[config.mk]
export PLATFORM = sky130hd
export DESIGN_NAME = lcd_cmd_sequencer
export DESIGN_NICKNAME = d
export VERILOG_FILES = /design/src/rtl/lcd_cmd_sequencer.sv
export SDC_FILE = /design/constraint.sdc
export NUM_CORES = 1
export LEC_CHECK = 0
export CORE_AREA = 2 2 191 193
export CTS_CLUSTER_SIZE = 28
export DETAILED_ROUTE_END_ITERATION = 6
export DIE_AREA = 0 0 193 195
export PLACE_DENSITY = 0.42
export SLEW_MARGIN = 20
export SYNTH_ARGS = -nofsm -noshare
export SYNTH_HDL_FRONTEND = slang
export SYNTH_SLANG_ARGS = --single-unit
[constraint.sdc]
create_clock -name clk_spi -period 7.4 [get_ports clk_spi]
set_input_delay 1.48 -clock clk_spi [delete_from_list [all_inputs] [get_ports clk_spi]]
set_output_delay 1.48 -clock clk_spi [all_outputs]
set_load 0.005 [all_outputs]
[src/rtl/lcd_cmd_sequencer.sv]
// ---------------------------------------------------------------------------
// lcd_cmd_sequencer
//
// Drives an ST7789 SPI LCD through its bring-up and frame updates. After a
// hardware reset pulse it plays the init command table out of a constant ROM.
// On each frame_start it then writes the CASET/RASET/RAMWR window, followed by
// the RGB565 pixel stream taken from the pixel source. The block sits between
// the pixel source and the SPI byte shifter, and it owns lcd_resn and the D/C
// line.
//
// Ports
//   clk_spi      in   system clock
//   resn         in   asynchronous active-low reset
//   clk_spi_ena  in   clock enable, all state advances only when 1
//   frame_start  in   one-cycle pulse that starts window set + frame transfer
//   pix_valid    in   pixel source has pix_data
//   pix_data     in   16-bit RGB565 pixel
//   pix_ready    out  pixel slot open (valid & ready & ena = transfer)
//   tx_valid     out  byte to SPI shifter valid
//   tx_data      out  byte to shift, MSB first
//   tx_dc        out  0 = command byte, 1 = parameter/pixel byte
//   tx_ready     in   shifter can accept a byte
//   lcd_resn     out  LCD hardware reset, active low
//   init_done    out  init table complete, sticky until reset
//   busy         out  low only while idle
//
// ROM record format: cmd byte (dc=0); count byte, which is not sent
// ([6:0] = arg count N, [7] = delay flag); N argument bytes (dc=1); and, when
// the flag is set, one delay byte D. D is a wait in ms, 255 = 500 ms, 0 = none.
// c_init_data holds the ROM with byte 0 in the most significant position, so
// a literal reads in table order.
// ---------------------------------------------------------------------------
module lcd_cmd_sequencer #(
    parameter int c_clk_spi_mhz = 120,
    parameter int c_reset_us    = 1000,
    parameter int c_init_size   = 35,
    parameter logic [8*c_init_size-1:0] c_init_data =
        280'h018096_1180FF_3A81550A_3681000A_2A04000000EF_2B04000000EF_21800A_13800A_298064,
    parameter int c_x_size      = 240,
    parameter int c_y_size      = 240,
    parameter int c_x_offset    = 0,
    parameter int c_y_offset    = 0
) (
    input  logic        clk_spi,
    input  logic        resn,
    input  logic        clk_spi_ena,
    input  logic        frame_start,
    input  logic        pix_valid,
    input  logic [15:0] pix_data,
    output logic        pix_ready,
    output logic        tx_valid,
    output logic [7:0]  tx_data,
    output logic        tx_dc,
    input  logic        tx_ready,
    output logic        lcd_resn,
    output logic        init_done,
    output logic        busy
);

    localparam int c_ptr_w     = $clog2(c_init_size + 1);
    localparam int c_pix_total = c_x_size * c_y_size;
    localparam int c_pix_w     = $clog2(c_pix_total + 1);

    localparam logic [31:0] c_pre_max     = 32'(c_clk_spi_mhz - 1);
    localparam logic [31:0] c_reset_ticks = 32'(c_reset_us);

    localparam logic [15:0] c_x0 = 16'(c_x_offset);
    localparam logic [15:0] c_x1 = 16'(c_x_offset + c_x_size - 1);
    localparam logic [15:0] c_y0 = 16'(c_y_offset);
    localparam logic [15:0] c_y1 = 16'(c_y_offset + c_y_size - 1);

    localparam logic [c_ptr_w-1:0] c_rom_end  = c_ptr_w'(c_init_size);
    localparam logic [c_pix_w-1:0] c_pix_last = c_pix_w'(c_pix_total - 1);

    typedef enum logic [3:0] {
        RST_LO, RST_WAIT, INIT_CMD, INIT_CNT, INIT_ARG, INIT_DLY,
        IDLE, WIN, PIX_LATCH, PIX_HI, PIX_LO
    } state_t;

    state_t             state, state_d;
    logic [c_ptr_w-1:0] ptr, ptr_d;
    logic [6:0]         arg_cnt, arg_cnt_d;
    logic               dly_flag, dly_flag_d;
    logic [31:0]        pre_cnt, pre_cnt_d;
    logic [31:0]        tick_cnt, tick_cnt_d;
    logic [31:0]        dly_ticks, dly_ticks_d;
    logic [3:0]         win_idx, win_idx_d;
    logic [c_pix_w-1:0] pix_cnt, pix_cnt_d;
    logic               init_done_d;
    logic [15:0]        pix_word;

    logic        tick;
    logic        dly_done;
    logic [31:0] dly_target;
    logic        rom_end;
    logic [7:0]  rom_cur;

    // ROM lookup; reads past the table return 0 (callers check rom_end first)
    function automatic logic [7:0] rom_byte(input logic [c_ptr_w-1:0] idx);
        if (idx >= c_rom_end)
            return 8'h00;
        return c_init_data[8*(c_init_size - 1 - int'(idx)) +: 8];
    endfunction

    // Delay byte to microsecond ticks; 255 is the ST7789 long-wait code
    function automatic logic [31:0] dly_us(input logic [7:0] d);
        if (d == 8'hFF)
            return 32'd500000;
        return 32'(d) * 32'd1000;
    endfunction

    // Window set byte sequence as {dc, data}
    function automatic logic [8:0] win_byte(input logic [3:0] idx);
        case (idx)
            4'd0:    return {1'b0, 8'h2A};
            4'd1:    return {1'b1, c_x0[15:8]};
            4'd2:    return {1'b1, c_x0[7:0]};
            4'd3:    return {1'b1, c_x1[15:8]};
            4'd4:    return {1'b1, c_x1[7:0]};
            4'd5:    return {1'b0, 8'h2B};
            4'd6:    return {1'b1, c_y0[15:8]};
            4'd7:    return {1'b1, c_y0[7:0]};
            4'd8:    return {1'b1, c_y1[15:8]};
            4'd9:    return {1'b1, c_y1[7:0]};
            4'd10:   return {1'b0, 8'h2C};
            default: return 9'h000;
        endcase
    endfunction

    assign lcd_resn = (state != RST_LO);
    assign busy     = (state != IDLE);

    always_comb begin
        state_d     = state;
        ptr_d       = ptr;
        arg_cnt_d   = arg_cnt;
        dly_flag_d  = dly_flag;
        pre_cnt_d   = 32'd0;
        tick_cnt_d  = tick_cnt;
        dly_ticks_d = dly_ticks;
        win_idx_d   = win_idx;
        pix_cnt_d   = pix_cnt;
        init_done_d = init_done;
        tx_valid    = 1'b0;
        tx_data     = 8'h00;
        tx_dc       = 1'b0;
        pix_ready   = 1'b0;

        rom_cur = rom_byte(ptr);
        rom_end = (ptr >= c_rom_end);

        // Shared us timer: the prescaler produces one tick per microsecond,
        // and tick_cnt counts ticks up to the target of the current wait.
        tick       = (pre_cnt >= c_pre_max);
        dly_target = (state == INIT_DLY) ? dly_ticks : c_reset_ticks;
        dly_done   = tick && ((tick_cnt + 32'd1) >= dly_target);

        case (state)
            RST_LO, RST_WAIT, INIT_DLY: begin
                pre_cnt_d = tick ? 32'd0 : pre_cnt + 32'd1;
                if (dly_done)
                    tick_cnt_d = 32'd0;
                else if (tick)
                    tick_cnt_d = tick_cnt + 32'd1;
                if (dly_done)
                    state_d = (state == RST_LO) ? RST_WAIT : INIT_CMD;
            end
            INIT_CMD: begin
                if (rom_end) begin
                    state_d     = IDLE;
                    init_done_d = 1'b1;
                end else begin
                    tx_valid = 1'b1;
                    tx_data  = rom_cur;
                    if (tx_ready) begin
                        ptr_d   = ptr + 1'b1;
                        state_d = INIT_CNT;
                    end
                end
            end
            INIT_CNT: begin
                if (rom_end) begin
                    state_d     = IDLE;
                    init_done_d = 1'b1;
                end else begin
                    arg_cnt_d  = rom_cur[6:0];
                    dly_flag_d = rom_cur[7];
                    ptr_d      = ptr + 1'b1;
                    state_d    = INIT_ARG;
                end
            end
            INIT_ARG: begin
                if (rom_end && (arg_cnt != 7'd0 || dly_flag)) begin
                    // truncated record: stop cleanly instead of wrapping
                    state_d     = IDLE;
                    init_done_d = 1'b1;
                end else if (arg_cnt != 7'd0) begin
                    tx_valid = 1'b1;
                    tx_data  = rom_cur;
                    tx_dc    = 1'b1;
                    if (tx_ready) begin
                        ptr_d     = ptr + 1'b1;
                        arg_cnt_d = arg_cnt - 7'd1;
                    end
                end else if (dly_flag) begin
                    ptr_d       = ptr + 1'b1;
                    dly_flag_d  = 1'b0;
                    dly_ticks_d = dly_us(rom_cur);
                    tick_cnt_d  = 32'd0;
                    state_d     = (rom_cur == 8'h00) ? INIT_CMD : INIT_DLY;
                end else begin
                    state_d = INIT_CMD;
                end
            end
            IDLE: begin
                if (frame_start) begin
                    win_idx_d = 4'd0;
                    state_d   = WIN;
                end
            end
            WIN: begin
                tx_valid         = 1'b1;
                {tx_dc, tx_data} = win_byte(win_idx);
                if (tx_ready) begin
                    if (win_idx == 4'd10) begin
                        pix_cnt_d = '0;
                        state_d   = PIX_LATCH;
                    end else begin
                        win_idx_d = win_idx + 4'd1;
                    end
                end
            end
            PIX_LATCH: begin
                pix_ready = 1'b1;
                if (pix_valid)
                    state_d = PIX_HI;
            end
            PIX_HI: begin
                tx_valid = 1'b1;
                tx_data  = pix_word[15:8];
                tx_dc    = 1'b1;
                if (tx_ready)
                    state_d = PIX_LO;
            end
            PIX_LO: begin
                tx_valid = 1'b1;
                tx_data  = pix_word[7:0];
                tx_dc    = 1'b1;
                if (tx_ready) begin
                    if (pix_cnt == c_pix_last) begin
                        state_d = IDLE;
                    end else begin
                        pix_cnt_d = pix_cnt + 1'b1;
                        state_d   = PIX_LATCH;
                    end
                end
            end
            default: state_d = RST_LO;
        endcase
    end

    always_ff @(posedge clk_spi or negedge resn) begin
        if (!resn) begin
            state     <= RST_LO;
            ptr       <= '0;
            arg_cnt   <= 7'd0;
            dly_flag  <= 1'b0;
            pre_cnt   <= 32'd0;
            tick_cnt  <= 32'd0;
            dly_ticks <= 32'd0;
            win_idx   <= 4'd0;
            pix_cnt   <= '0;
            init_done <= 1'b0;
        end else if (clk_spi_ena) begin
            state     <= state_d;
            ptr       <= ptr_d;
            arg_cnt   <= arg_cnt_d;
            dly_flag  <= dly_flag_d;
            pre_cnt   <= pre_cnt_d;
            tick_cnt  <= tick_cnt_d;
            dly_ticks <= dly_ticks_d;
            win_idx   <= win_idx_d;
            pix_cnt   <= pix_cnt_d;
            init_done <= init_done_d;
        end
    end

    // Pixel holding register: it is only read in PIX_HI/PIX_LO after a
    // latch, so it needs no reset.
    always_ff @(posedge clk_spi) begin
        if (clk_spi_ena && state == PIX_LATCH && pix_valid)
            pix_word <= pix_data;
    end

endmodule
## Word level (Yosys, flattened, before mapping)

Memories as Yosys holds them, arrays and structs flattened.
Cells that the tools add are included.

- Input port bits: 22
- Register bits: 151
- Memories: 1
- Word-level logic and storage cells: 164
- ROM bits: 128

Memory list:

| memory | words | width | read ports | clocked after Yosys merged registers in | write ports | RTL line | RTL |
|---|---|---|---|---|---|---|---|
| (name not given) | 16 | 8 | 1 | 0 | 0 | 114 | `case (idx)` |

- Bitwise gates (word level): 2
- Mux-type cells: 74
- Magnitude comparators: 3
- Shift-type cells: 1
- Multiply operators: 1
- Reductions and logical operators: 28
- Equal/unequal tests: 36
- $add $sub $neg: 7

Operators with widths:

| kind | count |
|---|---|
| $mux 32 | 10 |
| $shiftx 280x10->8 const A | 1 |
| $add 32x1->32 const B | 2 |
| $mux 16 | 4 |
| $pmux 32 s2 | 1 |
| $mux 4 | 15 |
| $mux 8 | 5 |
| $pmux 8 s5 | 1 |
| $mux 6 | 6 |
| $pmux 4 s9 | 1 |
| $ne 2x2->1 const B | 17 |
| $ge 32x32->1 | 1 |
| $ge 32x7->1 const B | 1 |
| $pmux 16 s2 | 1 |
| $mux 7 | 4 |
| $reduce_and 6->1 | 4 |
| $pmux 6 s3 | 1 |
| $add 16x1->16 const B | 1 |
| $eq 16x16->1 const B | 1 |
| $eq 4x3->1 const B | 4 |
| $eq 4x4->1 const B | 4 |
| $mul 8x7->15 const B | 1 |
| $mux 1 | 15 |
| $reduce_and 5->1 | 3 |
| other kinds (30) | 48 |

## Depth between registers and ports, before layout

- Depth in word-level cells: 10
- Mapped depth: 27

## Worst setup path after synthesis

OpenSTA, ideal clock, no wires.

- Path kind: register to register
- Start: register ptr[0]
- End: register dly_ticks[17]
- Stages on the path, launching flop included: 27
- Data required time: 7.270 ns
- Library setup time: 0.130 ns
- Arrival time: 6.313 ns
- Buffers on the path: 3
- Setup slack: 0.957 ns
- Path through: dfrtp_1 > ha_1 > buf_2 > nor4_4 > nand2b_1 > buf_6 > nand2_2 > or4b_4 > and2_4 > or2_1 > buf_6 > ha_1 > ha_1 > nor2_1 > fa_1 > fa_1 > inv_1 > fa_1 > ha_1 > or2_2 > a21oi_1 > nor3_1 > a2111oi_0 > o21bai_1 > a21oi_1 > xnor2_1 > o211ai_2

- Cells in the longest elaborated chain, start to end: 10

RTL lines:

| item | RTL line | RTL |
|---|---|---|
| start, declared | 81 | `logic [c_ptr_w-1:0] ptr, ptr_d;` |
| start signal, assigned | 276 | `ptr <= ptr_d;` |
| branches (longest 10 deep; another with $mul 8x7->15) | - |  |
| end signal, assigned | 281 | `dly_ticks <= dly_ticks_d;` |
| end, declared | 86 | `logic [31:0] dly_ticks, dly_ticks_d;` |

Parallel ways; which one is timed is not known. The select of a mux whose other input is x is not followed.
A chain may end at the register's enable or synchronous reset.

## Worst setup path after layout

- Start: register ptr[1]
- End: register dly_ticks[17]

The elaborated chain is that of the path after synthesis.

==> run_results.csv <==
group,metric,value,unit
status,status,"complete, no violations",
synthesis,synth_top_cell_by_area,"dfrtp_1",
grt,gr-total-overflow,0,
final_layout,drive_above_1_share,0.07885,
sta,post-route-period-util,0.9240,
worst_setup_path,startpoint_type,"flip-flop",
clocking,hold_buffers,0,
worst_setup_path,end_kind,"flip-flop",
routing,wirelength,24.44,mm
sta,fin_hold_ws,0.4763,ns
power_and_ir_drop,pwr_density_cell,148.7,mW/mm²
routing,vias,7742,
floorplan,std_cell_rows,69,
worst_setup_path,critical_path.top_delay_family,"adder cells",
synthesis,yosys_warnings,0,
floorplan,die_x,193,µm
sta,max_slew.worst_pin.slew,1.025,ns
power_and_ir_drop,power.internal,1.217,mW
final_layout,antenna_cells,0,
routing,drt-initial-drc-count,410,
sta,hold_viol_final,0,
routing,viasPerCell,4.909,
power_and_ir_drop,pwr-share-comb,0.036,
place,gp_routability_congestion,0.8262,
floorplan,fp.dieH,195,µm
synthesis,synth_seq_area_share,0.3626,
worst_setup_path,crit_required,7.70,ns
clocking,numCtsBuffers,17,
synthesis,synthFlopType,"dfrtp_1",
clocking,cts_buffer_depth,2,
sta,clock_skew,0.01114,ns
grt,antenna_found_initial,0,
sta,slew_headroom,0.3142,
place,dpl.hpwl,17.78,mm
synthesis,synth_edf_count,16,
sta,fin_crit,6.837,ns
sta,setup_viol,0,
floorplan,initial_core_util,0.2694,
synthesis,synthArstFlopShare,0.8815,
floorplan,ios,36,
synthesis,synthTopCellsByArea,"dfrtp_1 31%, ha_1 9.1%, edfxtp_1 5.0%",
worst_setup_path,path_buf_inv,1,
routing,ant_nets,0,
clocking,cts_sinks,135,
clocking,clk_pin_slew,0.06,ns
grt,grt_pass1_wl,41.80,mm
flow_run,cap_violations,0,
synthesis,yosysTopAreaCellShare,0.3123,
floorplan,die_area,0.03764,mm²
synthesis,avgSynthCellArea,8.955,µm²
worst_setup_path,crit_chain,"ha_1 > xnor2_1 > nand2_2 > or4b_4 > and2_4 > or2_1 > ha_1 > ha_1 > nor2_1 > fa_1 > fa_1 > inv_1 > fa_1 > ha_1 > or2_2 > a21oi_1 > nor3_1 > a2111oi_1 > o21bai_1 > a21oi_1 > xnor2_1 > o211ai_2",
min_path,hold_path_class,"flip-flop to flip-flop",
place,port_buffers,35,
routing,first_pass_iters,6,
power_and_ir_drop,p_leak,5.017,nW
grt,grt_usage,0.1393,
final_layout,nets,1215,
sta,slew_violations,0,
worst_setup_path,cp_max_fo,8,
clocking,cts_tree,"built",
synthesis,synth_area,0.009537,mm²
final_layout,area_growth,15.24,%
clocking,htreeDepth,4,
synthesis,synth_seq_cells,135,
worst_setup_path,slowest_stage,"or4b_4",
sta,rsz0062_at_grt,"false",
sta,fmax,146.3,MHz
power_and_ir_drop,vdd_drop_max,0.0001567,V
synthesis,synth_fp_nets,1177,
floorplan,coreArea,0.03540,mm²
grt,grt_pass1_vias,7905,
power_and_ir_drop,power.total,1.634,mW
worst_setup_path,cp.arrival,7.14,ns
synthesis,ys_types,70,
routing,drc,0,
worst_setup_path,crit_top_cell,"ha_1",
worst_setup_path,cpPeakStageDelay,0.55,ns
routing,avgRoutedWirePerCell,15.50,µm
clocking,clkLatencyLatePin,0.44,ns
clocking,cts_root_buf,"clkbuf_16",
grt,grt_max_degree,65,
worst_setup_path,crit_type,"flip-flop to flip-flop",
power_and_ir_drop,power_frac_clock,0.488,
power_and_ir_drop,p_sw_frac,0.2553,
sta,setup_tns,0,ns
power_and_ir_drop,seqPwrFrac,0.476,
power_and_ir_drop,p_sw,417.2,µW
synthesis,syn-instance-count,1065,
==> state kept, by name, indices dropped and copies added (netlist names) <==
| signal | flops |
|---|---|
| init_done | 1 |
| pix_cnt | 16 |
| tick_cnt | 32 |
| win_idx | 4 |
| pre_cnt | 32 |
| dly_ticks | 16 |
| arg_cnt | 7 |
| ptr | 6 |
| state | 4 |
| pix_word | 16 |
| dly_flag | 1 |
==> placed cells by master (no fill, tap or decap), types with 32 or more instances in the layout <==
cell and count:
dfrtp_1 119, nor2_1 110, nand2_1 106, ha_1 69
o21ai_0 67, inv_1 59, nand3_1 47, a21oi_1 44
clkdlybuf4s50_1 34, nor3_1 32
==> synthesized netlist by cell type (11+ instances only) <==
| library cell | count |
|---|---|
| xnor2_1 | 27 |
| o21ai_0 | 68 |
| nand4_1 | 19 |
| and3_1 | 19 |
| clkbuf_1 | 29 |
| a21o_1 | 11 |
| a22o_1 | 13 |
| dfrtp_1 | 119 |
| nand2_1 | 106 |
| nor2b_1 | 14 |
| fa_1 | 21 |
| nor2_1 | 110 |
| nor3_1 | 34 |
| xor2_1 | 25 |
| a21oi_1 | 44 |
| inv_1 | 59 |
| and2_1 | 19 |
| ha_1 | 69 |
| a31oi_1 | 15 |
| nand2b_1 | 22 |
| edfxtp_1 | 16 |
| nand3_1 | 47 |
==> layout make-up <==
type	count	area (µm²)
Timing Repair Buffer	56	505.5
Clock inverter	15	105.1
Sequential cell	135	3458
Fill cell	3737	24410
Tap cell	461	576.8
Inverter	59	221.5
Multi-Input combinational cell	834	5698
Clock buffer	17	425.4
==> worst reg2reg max path: stages, from the launching register on <==
cell       delay, ns
dfrtp_1         0.44
ha_1            0.35
xnor2_1         0.55
nand2_2         0.15
or4b_4          0.55
and2_4          0.18
or2_1           0.36
ha_1            0.39
ha_1            0.19
nor2_1          0.12
fa_1            0.45
fa_1            0.52
inv_1           0.05
fa_1            0.45
ha_1            0.35
or2_2           0.28
a21oi_1         0.18
nor3_1          0.08
a2111oi_1       0.53
o21bai_1        0.12
a21oi_1         0.19
xnor2_1         0.15
o211ai_2        0.09
==> what timing repair did <==
item,CTS,global route
setup endpoints to repair,0,1
gates resized for setup,0,3
buffers inserted,0,0
==> worst paths after layout <==
| path | startpoint | cells after the start | slack, ns | to |
|---|---|---|---|---|
| max | ptr[1] | 22 | 0.56 | dly_ticks[17] |
| min | dly_ticks[3] | 2 | 0.48 | dly_ticks[3] |
| max reg2reg | ptr[1] | 22 | 0.56 | dly_ticks[17] |
| min in group asynchronous | resn | 1 | 1.12 | pre_cnt[24] |
| max in group asynchronous | resn | 2 | 4.93 | tick_cnt[13] |
| min reg2reg | dly_ticks[3] | 2 | 0.48 | dly_ticks[3] |
==> logic make-up (layout without fill, tap and decap cells) <==
group | count (synthesis) | after routing | share of synthesized area
xor+xnor | 52 | 52 | 0.04776
simple gates | 441 | 441 | 0.2297
fa+ha+maj | 90 | 90 | 0.1346
buf+inv | 96 | 147 | 0.04277
compound gates | 236 | 236 | 0.1661
flops | 135 | 135 | 0.3626
mux | 15 | 15 | 0.01640
==> metrics by stage <==
step	std cells	setup slack (ns)	utilization	instance area, µm²
6_report	1577	0.5627	0.3105	10990
3_5_place_dp	1545	0.3649	0.2950	10440
2_1_floorplan	1065	0.9570	-	9537
4_1_cts	1577	0.3405	0.3100	10970
3_3_place_gp	1545	0.4492	0.2950	10440
5_1_grt	1577	0.04294	0.3105	10990
==> routing by layer <==
metal / track usage / wire (µm)
met5: 0 / 0
met4: 0.04545 / 466
met3: 0.02678 / 762
met2: 0.2243 / 11410
met1: 0.1871 / 11800
==> power by group through the flow <==
stage | Sequential, mW | Clock [mW] | Combinational, mW
6_report | 0.777 | 0.798 | 0.0585
3_5_place_dp | 0.792 | 0 | 0.0601
4_1_cts | 0.777 | 0.827 | 0.0604
5_1_grt | 0.779 | 0.861 | 0.0694
3_3_place_gp | 0.792 | 0 | 0.0600
2_1_floorplan | 0.788 | 0 | 0.0280
No activity file was read; power rests on OpenSTA's default activity.
